<file path="src/rtl/mem_wb_skid_stage_if.sv">
// MEM->WB stage bus: upstream beat (in_*), downstream beat (out_*) and occupancy.
// The slave modport is the stage; the master modport is the environment around it.
interface mem_wb_skid_stage_if #(
  parameter int DW = 32,
  parameter int AW = 5
);
  logic          in_valid;
  logic          in_ready;
  logic [DW-1:0] in_cal;
  logic [DW-1:0] in_rd;
  logic [AW-1:0] in_wn;
  logic          in_regwrite;
  logic          in_memtoreg;

  logic          out_valid;
  logic          out_ready;
  logic [DW-1:0] out_cal;
  logic [DW-1:0] out_rd;
  logic [AW-1:0] out_wn;
  logic          out_regwrite;
  logic          out_memtoreg;
  logic [DW-1:0] out_wb_data;
  logic [1:0]    occupancy;

  modport slave (
    input  in_valid, in_cal, in_rd, in_wn, in_regwrite, in_memtoreg,
    output in_ready,
    input  out_ready,
    output out_valid, out_cal, out_rd, out_wn, out_regwrite, out_memtoreg,
    output out_wb_data, occupancy
  );

  modport master (
    output in_valid, in_cal, in_rd, in_wn, in_regwrite, in_memtoreg,
    input  in_ready,
    output out_ready,
    input  out_valid, out_cal, out_rd, out_wn, out_regwrite, out_memtoreg,
    input  out_wb_data, occupancy
  );
endinterface

</file>
<file path="src/rtl/mem_wb_skid_stage.sv">
// MEM->WB pipeline register with a 2-entry skid buffer, flush, $zero write gating and
// a registered writeback-data mux. in_ready depends only on local state, never on out_ready.
module mem_wb_skid_stage #(
  parameter int DW        = 32,
  parameter int AW        = 5,
  parameter bit ZERO_GATE = 1'b1
) (
  input logic                clk,
  input logic                rst,
  input logic                flush,
  mem_wb_skid_stage_if.slave bus
);

  typedef enum logic [1:0] {
    EMPTY = 2'd0,
    HALF  = 2'd1,
    FULL  = 2'd2
  } state_e;

  typedef struct packed {
    logic [DW-1:0] cal;
    logic [DW-1:0] rd;
    logic [AW-1:0] wn;
    logic          regwrite;
    logic          memtoreg;
    logic [DW-1:0] wb_data;
  } entry_t;

  state_e state_q, state_d;
  entry_t main_q, main_d;
  entry_t skid_q, skid_d;
  entry_t in_entry;

  logic in_ready;
  logic out_valid;
  logic in_fire;
  logic out_fire;

  assign in_ready  = (state_q != FULL);
  assign out_valid = (state_q != EMPTY);
  assign in_fire   = bus.in_valid & in_ready;
  assign out_fire  = out_valid & bus.out_ready;

  // Gating and the writeback mux are resolved once, when a beat is captured.
  always_comb begin
    in_entry.cal      = bus.in_cal;
    in_entry.rd       = bus.in_rd;
    in_entry.wn       = bus.in_wn;
    in_entry.regwrite = bus.in_regwrite & ~(ZERO_GATE & (bus.in_wn == '0));
    in_entry.memtoreg = bus.in_memtoreg;
    in_entry.wb_data  = bus.in_memtoreg ? bus.in_rd : bus.in_cal;
  end

  always_comb begin
    // NOTE: every variable gets its hold value first so no path can infer a latch.
    state_d = state_q;
    main_d  = main_q;
    skid_d  = skid_q;

    unique case (state_q)
      EMPTY: begin
        if (in_fire) begin
          main_d  = in_entry;
          state_d = HALF;
        end
      end
      HALF: begin
        if (in_fire && out_fire) begin
          main_d = in_entry;
        end else if (in_fire) begin
          skid_d  = in_entry;
          state_d = FULL;
        end else if (out_fire) begin
          state_d = EMPTY;
        end
      end
      FULL: begin
        if (out_fire) begin
          main_d  = skid_q;
          state_d = HALF;
        end
      end
      default: state_d = EMPTY;
    endcase

    // Payload may pick up the dropped beat; it stays invisible because state is EMPTY.
    if (flush) begin
      state_d = EMPTY;
    end
  end

  always_ff @(posedge clk) begin
    if (rst) begin
      // NOTE: payload flops are reset too, so every output reads 0 straight after reset.
      state_q <= EMPTY;
      main_q  <= '0;
      skid_q  <= '0;
    end else begin
      // NOTE: non-blocking assignments keep all flops updating from pre-edge values.
      state_q <= state_d;
      main_q  <= main_d;
      skid_q  <= skid_d;
    end
  end

  always_comb begin
    bus.occupancy = 2'd0;
    unique case (state_q)
      HALF:    bus.occupancy = 2'd1;
      FULL:    bus.occupancy = 2'd2;
      default: bus.occupancy = 2'd0;
    endcase
  end

  assign bus.in_ready     = in_ready;
  assign bus.out_valid    = out_valid;
  assign bus.out_cal      = main_q.cal;
  assign bus.out_rd       = main_q.rd;
  assign bus.out_wn       = main_q.wn;
  assign bus.out_memtoreg = main_q.memtoreg;
  assign bus.out_wb_data  = main_q.wb_data;
  // A stale payload must never reach the register file.
  assign bus.out_regwrite = main_q.regwrite & out_valid;

endmodule

</file>
<file path="src/flat_wrapper.sv">
// flat-port wrapper written by rule: the top's interface ports become plain ports
module mem_wb_skid_stage_flat 
#(
  parameter int DW        = 32,
  parameter int AW        = 5,
  parameter bit ZERO_GATE = 1'b1
)
  (clk, rst, flush, bus_in_valid, bus_in_cal, bus_in_rd, bus_in_wn, bus_in_regwrite, bus_in_memtoreg, bus_in_ready, bus_out_ready, bus_out_valid, bus_out_cal, bus_out_rd, bus_out_wn, bus_out_regwrite, bus_out_memtoreg, bus_out_wb_data, bus_occupancy);
  mem_wb_skid_stage_if #(.DW(DW), .AW(AW)) bus_i ();
  input logic clk;
  input logic rst;
  input logic flush;
  input wire logic [$bits(bus_i.in_valid)-1:0] bus_in_valid;
  input wire logic [$bits(bus_i.in_cal)-1:0] bus_in_cal;
  input wire logic [$bits(bus_i.in_rd)-1:0] bus_in_rd;
  input wire logic [$bits(bus_i.in_wn)-1:0] bus_in_wn;
  input wire logic [$bits(bus_i.in_regwrite)-1:0] bus_in_regwrite;
  input wire logic [$bits(bus_i.in_memtoreg)-1:0] bus_in_memtoreg;
  output wire logic [$bits(bus_i.in_ready)-1:0] bus_in_ready;
  input wire logic [$bits(bus_i.out_ready)-1:0] bus_out_ready;
  output wire logic [$bits(bus_i.out_valid)-1:0] bus_out_valid;
  output wire logic [$bits(bus_i.out_cal)-1:0] bus_out_cal;
  output wire logic [$bits(bus_i.out_rd)-1:0] bus_out_rd;
  output wire logic [$bits(bus_i.out_wn)-1:0] bus_out_wn;
  output wire logic [$bits(bus_i.out_regwrite)-1:0] bus_out_regwrite;
  output wire logic [$bits(bus_i.out_memtoreg)-1:0] bus_out_memtoreg;
  output wire logic [$bits(bus_i.out_wb_data)-1:0] bus_out_wb_data;
  output wire logic [$bits(bus_i.occupancy)-1:0] bus_occupancy;
  assign bus_i.in_valid = bus_in_valid;
  assign bus_i.in_cal = bus_in_cal;
  assign bus_i.in_rd = bus_in_rd;
  assign bus_i.in_wn = bus_in_wn;
  assign bus_i.in_regwrite = bus_in_regwrite;
  assign bus_i.in_memtoreg = bus_in_memtoreg;
  assign bus_in_ready = bus_i.in_ready;
  assign bus_i.out_ready = bus_out_ready;
  assign bus_out_valid = bus_i.out_valid;
  assign bus_out_cal = bus_i.out_cal;
  assign bus_out_rd = bus_i.out_rd;
  assign bus_out_wn = bus_i.out_wn;
  assign bus_out_regwrite = bus_i.out_regwrite;
  assign bus_out_memtoreg = bus_i.out_memtoreg;
  assign bus_out_wb_data = bus_i.out_wb_data;
  assign bus_occupancy = bus_i.occupancy;
  mem_wb_skid_stage #(.DW(DW), .AW(AW), .ZERO_GATE(ZERO_GATE)) u_core (.clk(clk), .rst(rst), .flush(flush), .bus(bus_i));
endmodule
</file>
<file path="config.mk">
export PLATFORM = sky130hd
export DESIGN_NAME = mem_wb_skid_stage_flat
export DESIGN_NICKNAME = d
export VERILOG_FILES = /design/src/rtl/mem_wb_skid_stage_if.sv /design/src/rtl/mem_wb_skid_stage.sv /design/src/flat_wrapper.sv
export SDC_FILE = /design/constraint.sdc
export NUM_CORES = 1
export LEC_CHECK = 0
export BUFFER_PORTS_ARGS = -buffer_cell sky130_fd_sc_hd__buf_4
export CORE_AREA = 2 2 133 135
export DETAILED_ROUTE_END_ITERATION = 8
export DIE_AREA = 0 0 135 137
export PLACE_DENSITY = 0.85
export SLEW_MARGIN = 40
export SYNTH_ARGS = -nofsm -noshare
export SYNTH_HDL_FRONTEND = slang
export SYNTH_SLANG_ARGS = --single-unit
export TNS_END_PERCENT = 100
</file>
<file path="constraint.sdc">
create_clock -name clk -period 4.1 [get_ports clk]
set_input_delay 0.205 -clock clk [delete_from_list [all_inputs] [get_ports clk]]
set_output_delay 0.205 -clock clk [all_outputs]
set_load 0.02 [all_outputs]
</file>
==> impl_metrics.py, run 1 <==
metrics = {
    "synthesis": {
        "yosys_most_used_dff": "dfxtp_1",
        "syn_avg_cell_area_um2": 8.691,
        "synth_nets": 1256,
        "async_reset_ff_frac": 0,
        "yosys.cell_types.count": 36,
        "yosys_warnings": 0,
        "syn_area_um2": 10250,
        "synth_top_area_frac": 0.4061,
        "yosysMostFrequentCell": "nand2_1",
        "ys_top_cells_by_area": "dfxtp_1 (41%), nand2_1 (12%), buf_4 (8.5%)",
        "yosysTopAreaCell": "dfxtp_1",
        "ys_ff_latch": 208,
        "yosys-top-cells-count": "nand2_1 (315), dfxtp_1 (208), buf_4 (116)",
        "yosysSeqAreaShare": 0.4061,
        "synth-edff-count": 0,
        "synth_cells": 1180,
    },
    "worst_setup_path": {
        "start_kind": "register",
        "crit_family": "buffers and inverters",
        "rrSetupSlack_ns": 1.13,
        "cp.required_ns": 3.89,
        "r2r-end": "u_core.state_q[1]",
        "cp-startpoint": "u_core.state_q[1]",
        "path_cells": "nor2b_4 > buf_4 > buf_4 > buf_4",
        "cp_slowest_cell": "buf_4",
        "crit_fanout": 53,
        "cp-end-kind": "primary output",
        "critical_path_class": "reg2out",
        "path_depth": 4,
        "reg2reg_depth": 6,
        "worst_path_largest_cell_delay_ns": 0.63,
        "crit_path_frequent_cell": "buf_4",
        "worstReg2RegStart": "u_core.state_q[1]",
        "crit_buf_inv": 3,
        "cp_data_arrival_time_ns": 2.82,
    },
    "sta": {
        "fmax_mhz": 330.3,
        "finClkSkew_ns": 0.006429,
        "layout_min_cycle_time_ns": 3.028,
        "slew_headroom": 0.4352,
        "rsz0062_at_grt": "no",
        "setup_tns_ns": 0,
        "timing.final.ws_setup_ns": 1.072,
        "min_period_over_period": 0.7385,
        "slew_violations": 0,
        "finalSetupViolations": 0,
        "tightest_slew_ns": 0.8472,
        "hold_violations": 0,
    },
    "global_route": {
        "grt_pass1_wl_um": 44680,
        "grt_usage": 0.2994,
        "antenna_found_initial": 3,
        "grt_pass1_vias": 8406,
        "grt_max_degree": 92,
        "grt_overflow": 0,
    },
    "cts": {
        "cts-root-buf": "clkbuf_16",
        "cts_sinks": 208,
        "clk_pin_slew_ns": 0.06,
        "cts_resized": 0,
        "clk_latency_ns": 0.50,
        "h-tree-depth": 1,
        "cts_buffer_depth": 3,
        "cts_tree": "done",
        "numCtsBuffers": 21,
        "cts_setup_buffers": 0,
    },
    "place": {
        "place_ws_ns": 1.544,
        "portBuffers": 182,
        "place_hpwl_um": 16920,
        "gp_congestion": 0.8741,
    },
    "status": {
        "outcome": "finished clean",
    },
    "drt": {
        "via_per_inst": 6.192,
        "drc": 0,
        "via_count": 9213,
        "drt-total-wl_um": 29320,
        "drt_iter0_drc": 998,
        "postRouteAntennaNets": 0,
        "firstDrtPassIters": 6,
        "wl_per_cell_um": 19.70,
    },
    "hold_path": {
        "holdPathEnd": "u_core.skid_q[66]",
        "holdCritPathClass": "in2reg",
        "min_from": "bus_in_rd[27]",
        "min_path_cells": 3,
    },
    "floorplan": {
        "die_area_um2": 18500,
        "coreArea_um2": 17060,
        "fp.dieH_um": 137,
        "ioPinCount": 183,
        "fp-row-count": 48,
        "start_util": 0.6012,
        "die_x_um": 135,
    },
    "job": {
        "cap_violations": 0,
    },
    "pwr": {
        "power_density_nw_per_um2": 409.1,
        "leakage_nw": 4.951,
        "peakVddDrop_mv": 0.3199,
    },
    "final_layout": {
        "drive_gt1_frac": 0.2190,
        "nets": 1322,
        "area_delta_synth_final_pct": 17.33,
        "fill_cells": 1247,
    },
}
==> state kept, by name, indices dropped and copies added (netlist names) <==
name	cells
u_core.bus.out_memtoreg	1
u_core.bus.out_cal	32
u_core.state_q	2
u_core.skid_q	103
u_core.bus.out_wb_data	32
u_core.bus.out_wn	5
u_core.main_q	1
u_core.bus.out_rd	32
==> through the flow <==
step / cell area [µm²] / instances / power (W) / utilization / hold WS (ns)
after floorplan: 10250 / 1180 / 0.002716 / - / 0.2837
after global placement: 10590 / 1378 / 0.002883 / 0.6210 / 0.3960
after detailed placement: 10610 / 1378 / 0.002897 / 0.6218 / 0.3944
after CTS: 12020 / 1485 / 0.004915 / 0.7050 / 0.009648
after global routing: 12030 / 1488 / 0.005058 / 0.7054 / 0.01162
final: 12030 / 1488 / 0.004922 / 0.7054 / 0.02169
==> layer usage <==
layer	track usage	vias to the layer above	part of all wire
met3	0.07037	104	0.11
li1	-	4225	-
met5	0	-	0
met2	0.4605	540	0.45
met4	0.1198	0	0.039
met1	0.4072	4344	0.40
==> cell type report <==
type | count | area [µm²] | area share
diodes | 3 | 7.507 | 0.0006240
clock buffers | 31 | 633.1 | 0.05262
clock inverters | 6 | 83.83 | 0.006968
inverters | 2 | 15.01 | 0.001248
multi-input cells | 745 | 4639 | 0.3856
flip-flops and latches | 208 | 4164 | 0.3461
well taps | 225 | 281.5 | 0.02340
repair buffers | 268 | 2207 | 0.1834
==> kinds of logic after synthesis <==
kind of cell / after synthesis / synth area share
AND/OR/NAND/NOR: 396 / 0.1601
AO/OA/AOI/OAI: 316 / 0.2555
buffers and inverters: 227 / 0.1460
flip-flops: 208 / 0.4061
multiplexers: 33 / 0.03233
==> cell usage in the layout (no fill, tap or decap), types with 30 or more instances in the layout <==
cell	Yosys	routed
a21oi_1	75	75
dfxtp_1	208	208
a211oi_2	30	30
dlygate4sd3_1	0	70
a211oi_1	72	72
nand2_1	315	315
nand2b_1	33	32
nor2_1	34	34
mux2i_1	32	32
buf_4	116	195
a41o_1	31	31
a311oi_1	71	71
o2111a_1	31	31
==> worst min-delay path, cell delays in order <==
cell and delay, ns:
buf_4 0.14, nand2_1 0.07, a21oi_1 0.06
==> worst max-delay path by stage <==
stage | to | slack, ns
finish | bus_occupancy[1] | 1.07
global route | bus_occupancy[1] | 1.00
CTS | bus_occupancy[1] | 1.14
detailed placement | u_core.bus.out_rd[13] | 1.54
global placement | bus_in_ready | 1.62
floorplan | u_core.bus.out_wb_data[11] | 2.77
==> what timing repair did <==
item	in CTS	in global routing
endpoints found under the setup margin	0	0
hold buffers	70	0
hold endpoints to repair	86	0
==> report_power, final <==
group | switching (W) | internal [W] | total [W]
clock network | 0.000801 | 0.00119 | 0.00200
logic | 0.000420 | 0.000322 | 0.000742
registers | 0.0000636 | 0.00212 | 0.00218
Note: power is estimated with default switching activity, not from simulation.
==> inputs of run 2 (changes only) <==
ABC_AREA = 1   (was not set)
CORE_AREA = 2 2 143 145   (was 2 2 133 135)
DIE_AREA = 0 0 145 147   (was 0 0 135 137)
PLACE_DENSITY = 0.76   (was 0.85)
clock period = 2.7 ns   (was 4.1 ns; I/O delays follow)
==> impl_metrics.py, run 2 <==
metrics = {
    "status": {
        "outcome": "finished clean",
    },
    "floorplan": {
        "fp-row-count": 52,
        "ioPinCount": 183,
        "die_area_um2": 21320,
        "fp.dieH_um": 147,
        "start_util": 0.5015,
        "coreArea_um2": 19840,
        "die_x_um": 145,
    },
    "worst_setup_path": {
        "cp-end-kind": "primary output",
        "critical_path_class": "reg2out",
        "cp.required_ns": 2.57,
        "crit_path_frequent_cell": "buf_4",
        "cp_data_arrival_time_ns": 2.10,
        "path_cells": "inv_2 > nand2_4 > buf_4 > buf_4",
        "worst_path_largest_cell_delay_ns": 0.50,
        "start_kind": "register",
        "crit_fanout": 71,
        "cp_slowest_cell": "nand2_4",
    },
    "synthesis": {
        "synth_nets": 1592,
        "syn_avg_cell_area_um2": 6.564,
        "yosys.cell_types.count": 15,
        "async_reset_ff_frac": 0,
        "synth_cells": 1516,
        "yosys-top-cells-count": "nand2_1 (345), nor2_1 (304), o21ai_0 (237)",
        "synth_top_area_frac": 0.4185,
        "synth-edff-count": 0,
        "syn_area_um2": 9951,
        "yosys_warnings": 0,
        "yosysMostFrequentCell": "nand2_1",
        "ys_ff_latch": 208,
        "yosysTopAreaCell": "dfxtp_1",
        "yosysSeqAreaShare": 0.4185,
        "ys_top_cells_by_area": "dfxtp_1 (42%), nand2_1 (13%), o21ai_0 (12%)",
        "yosys_most_used_dff": "dfxtp_1",
    },
    "hold_path": {
        "holdCritPathClass": "in2reg",
    },
    "drt": {
        "postRouteAntennaNets": 0,
        "drc": 0,
        "via_count": 9204,
        "via_per_inst": 4.862,
        "wl_per_cell_um": 13.65,
        "firstDrtPassIters": 5,
        "drt_iter0_drc": 593,
        "drt-total-wl_um": 25840,
    },
    "pwr": {
        "p_sw_frac": 0.2638,
        "leakage_nw": 5.614,
        "peakVddDrop_mv": 0.4194,
        "power_density_nw_per_um2": 617.0,
        "p_clk_frac": 0.403,
        "p_int_w": 0.005502,
        "p_seq_frac": 0.444,
        "power_frac_comb": 0.154,
        "p_switching_w": 0.001971,
    },
    "sta": {
        "tightest_slew_ns": 0.6630,
        "layout_min_cycle_time_ns": 2.235,
        "rsz0062_at_grt": "no",
        "setup_tns_ns": 0,
        "hold_violations": 0,
        "slew_violations": 0,
        "slew_headroom": 0.5576,
        "min_period_over_period": 0.8279,
        "finalSetupViolations": 0,
        "timing.final.ws_setup_ns": 0.4646,
        "finClkSkew_ns": 0.01371,
        "fmax_mhz": 447.3,
    },
    "cts": {
        "cts_tree": "done",
        "cts_resized": 0,
        "cts-hold-fix-buffers": 75,
        "cts_setup_buffers": 0,
        "cts-root-buf": "clkbuf_16",
        "cts_buffer_depth": 3,
        "clk_latency_ns": 0.50,
        "clk_pin_slew_ns": 0.06,
        "cts_sinks": 208,
        "h-tree-depth": 1,
        "numCtsBuffers": 22,
    },
    "place": {
        "place_hpwl_um": 15480,
        "placed_cells": 1778,
        "post_dp_cell_area_um2": 10640,
        "place_ws_ns": 0.9037,
        "portBuffers": 182,
        "gp_congestion": 0.7704,
    },
    "final_layout": {
        "largest_reg_flops": 103,
        "nets": 1683,
        "area_delta_synth_final_pct": 21.73,
        "final_cells": 1893,
        "largest_register": "u_core.skid_q",
        "final_common_cell": "nand2_1",
        "drive_gt1_frac": 0.1479,
        "finalInstanceArea_um2": 12110,
        "n_antenna_cell": 0,
        "mostFrequentLayoutCells": "nand2_1 (343), nor2_1 (304), o21ai_0 (237), dfxtp_1 (208), buf_4 (187)",
    },
    "job": {
        "cap_violations": 0,
    },
    "global_route": {
        "grtUsageMet1": 0.2931,
        "grt_use_met3": 0.03043,
        "grt_usage": 0.2336,
        "use_met2": 0.4257,
        "antenna_found_initial": 0,
        "grt_overflow": 0,
        "grt_max_degree": 126,
        "top_usage_layer": "met2",
        "grt_pass1_wl_um": 41630,
        "grt_pass1_vias": 8370,
    },
}
run 2: changes by cell type after synthesis, moves of 31 or more:
| cell | change |
|---|---|
| nor2_1 | +270 |
| o21ai_0 | +237 |
| inv_1 | +126 |
| a211oi_1 | -72 |
| a311oi_1 | -71 |
| nand2b_1 | -33 |
| mux2i_1 | -32 |
| a41o_1 | -31 |
| o2111a_1 | -31 |
run 2: layout make-up:
cell class	instances	area, µm²
repair buffers	268	2275
clock buffers	32	659.4
well taps	270	337.8
fillers	1819	7731
flip-flops and latches	208	4164
multi-input cells	978	4125
clock inverters	8	65.06
inverters	129	486.7
run 2: stage by stage:
step | utilization | total power (W) | hold WS (ns)
4_1_cts | 0.6104 | 0.007523 | 0.05106
2_1_floorplan | - | 0.004158 | 0.2726
6_report | 0.6104 | 0.007473 | 0.06448
5_1_grt | 0.6104 | 0.007792 | 0.07271
3_5_place_dp | 0.5361 | 0.004434 | 0.4063
3_3_place_gp | 0.5361 | 0.004416 | 0.3979
run 2: power groups by stage:
stage | logic (W) | registers [W] | clock network, W
after floorplan | 0.000804 | 0.00335 | 0
after global placement | 0.00104 | 0.00338 | 0
after detailed placement | 0.00105 | 0.00338 | 0
after CTS | 0.00115 | 0.00331 | 0.00306
after global routing | 0.00127 | 0.00333 | 0.00319
final | 0.00115 | 0.00332 | 0.00301
run 2: cell families after synthesis:
group | Yosys count | share of synthesized area
flip-flops | 208 | 0.4185
AND/OR/NAND/NOR | 657 | 0.2493
buffers and inverters | 330 | 0.1708
AO/OA/AOI/OAI | 321 | 0.1614
run 2: per-layer routing:
layer  wire length (µm)  vias to the layer above  share of wire
met5                  0                        -              0
met4                486                        0          0.019
met3               1260                       41          0.049
met2              13060                      256           0.51
met1              11030                     4142           0.43
li1                   -                     4765              -
run 2: path summary, 6_finish.rpt:
path / startpoint / end / slack, ns / cells past startpoint
setup reg to reg: u_core.state_q[1] / u_core.bus.out_wb_data[21] / 0.89 / 8
setup / recovery: u_core.state_q[0] / bus_in_ready / 0.46 / 4
hold / removal: bus_in_valid / u_core.skid_q[57] / 0.06 / 3
hold reg to reg: u_core.skid_q[54] / u_core.skid_q[54] / 0.45 / 2
run 2: worst max-delay path: cells and delay by family, from the launching register on:
family	cells	cell delay, ns
simple gates	1	0.50
flops	1	0.40
buf+inv	3	0.69
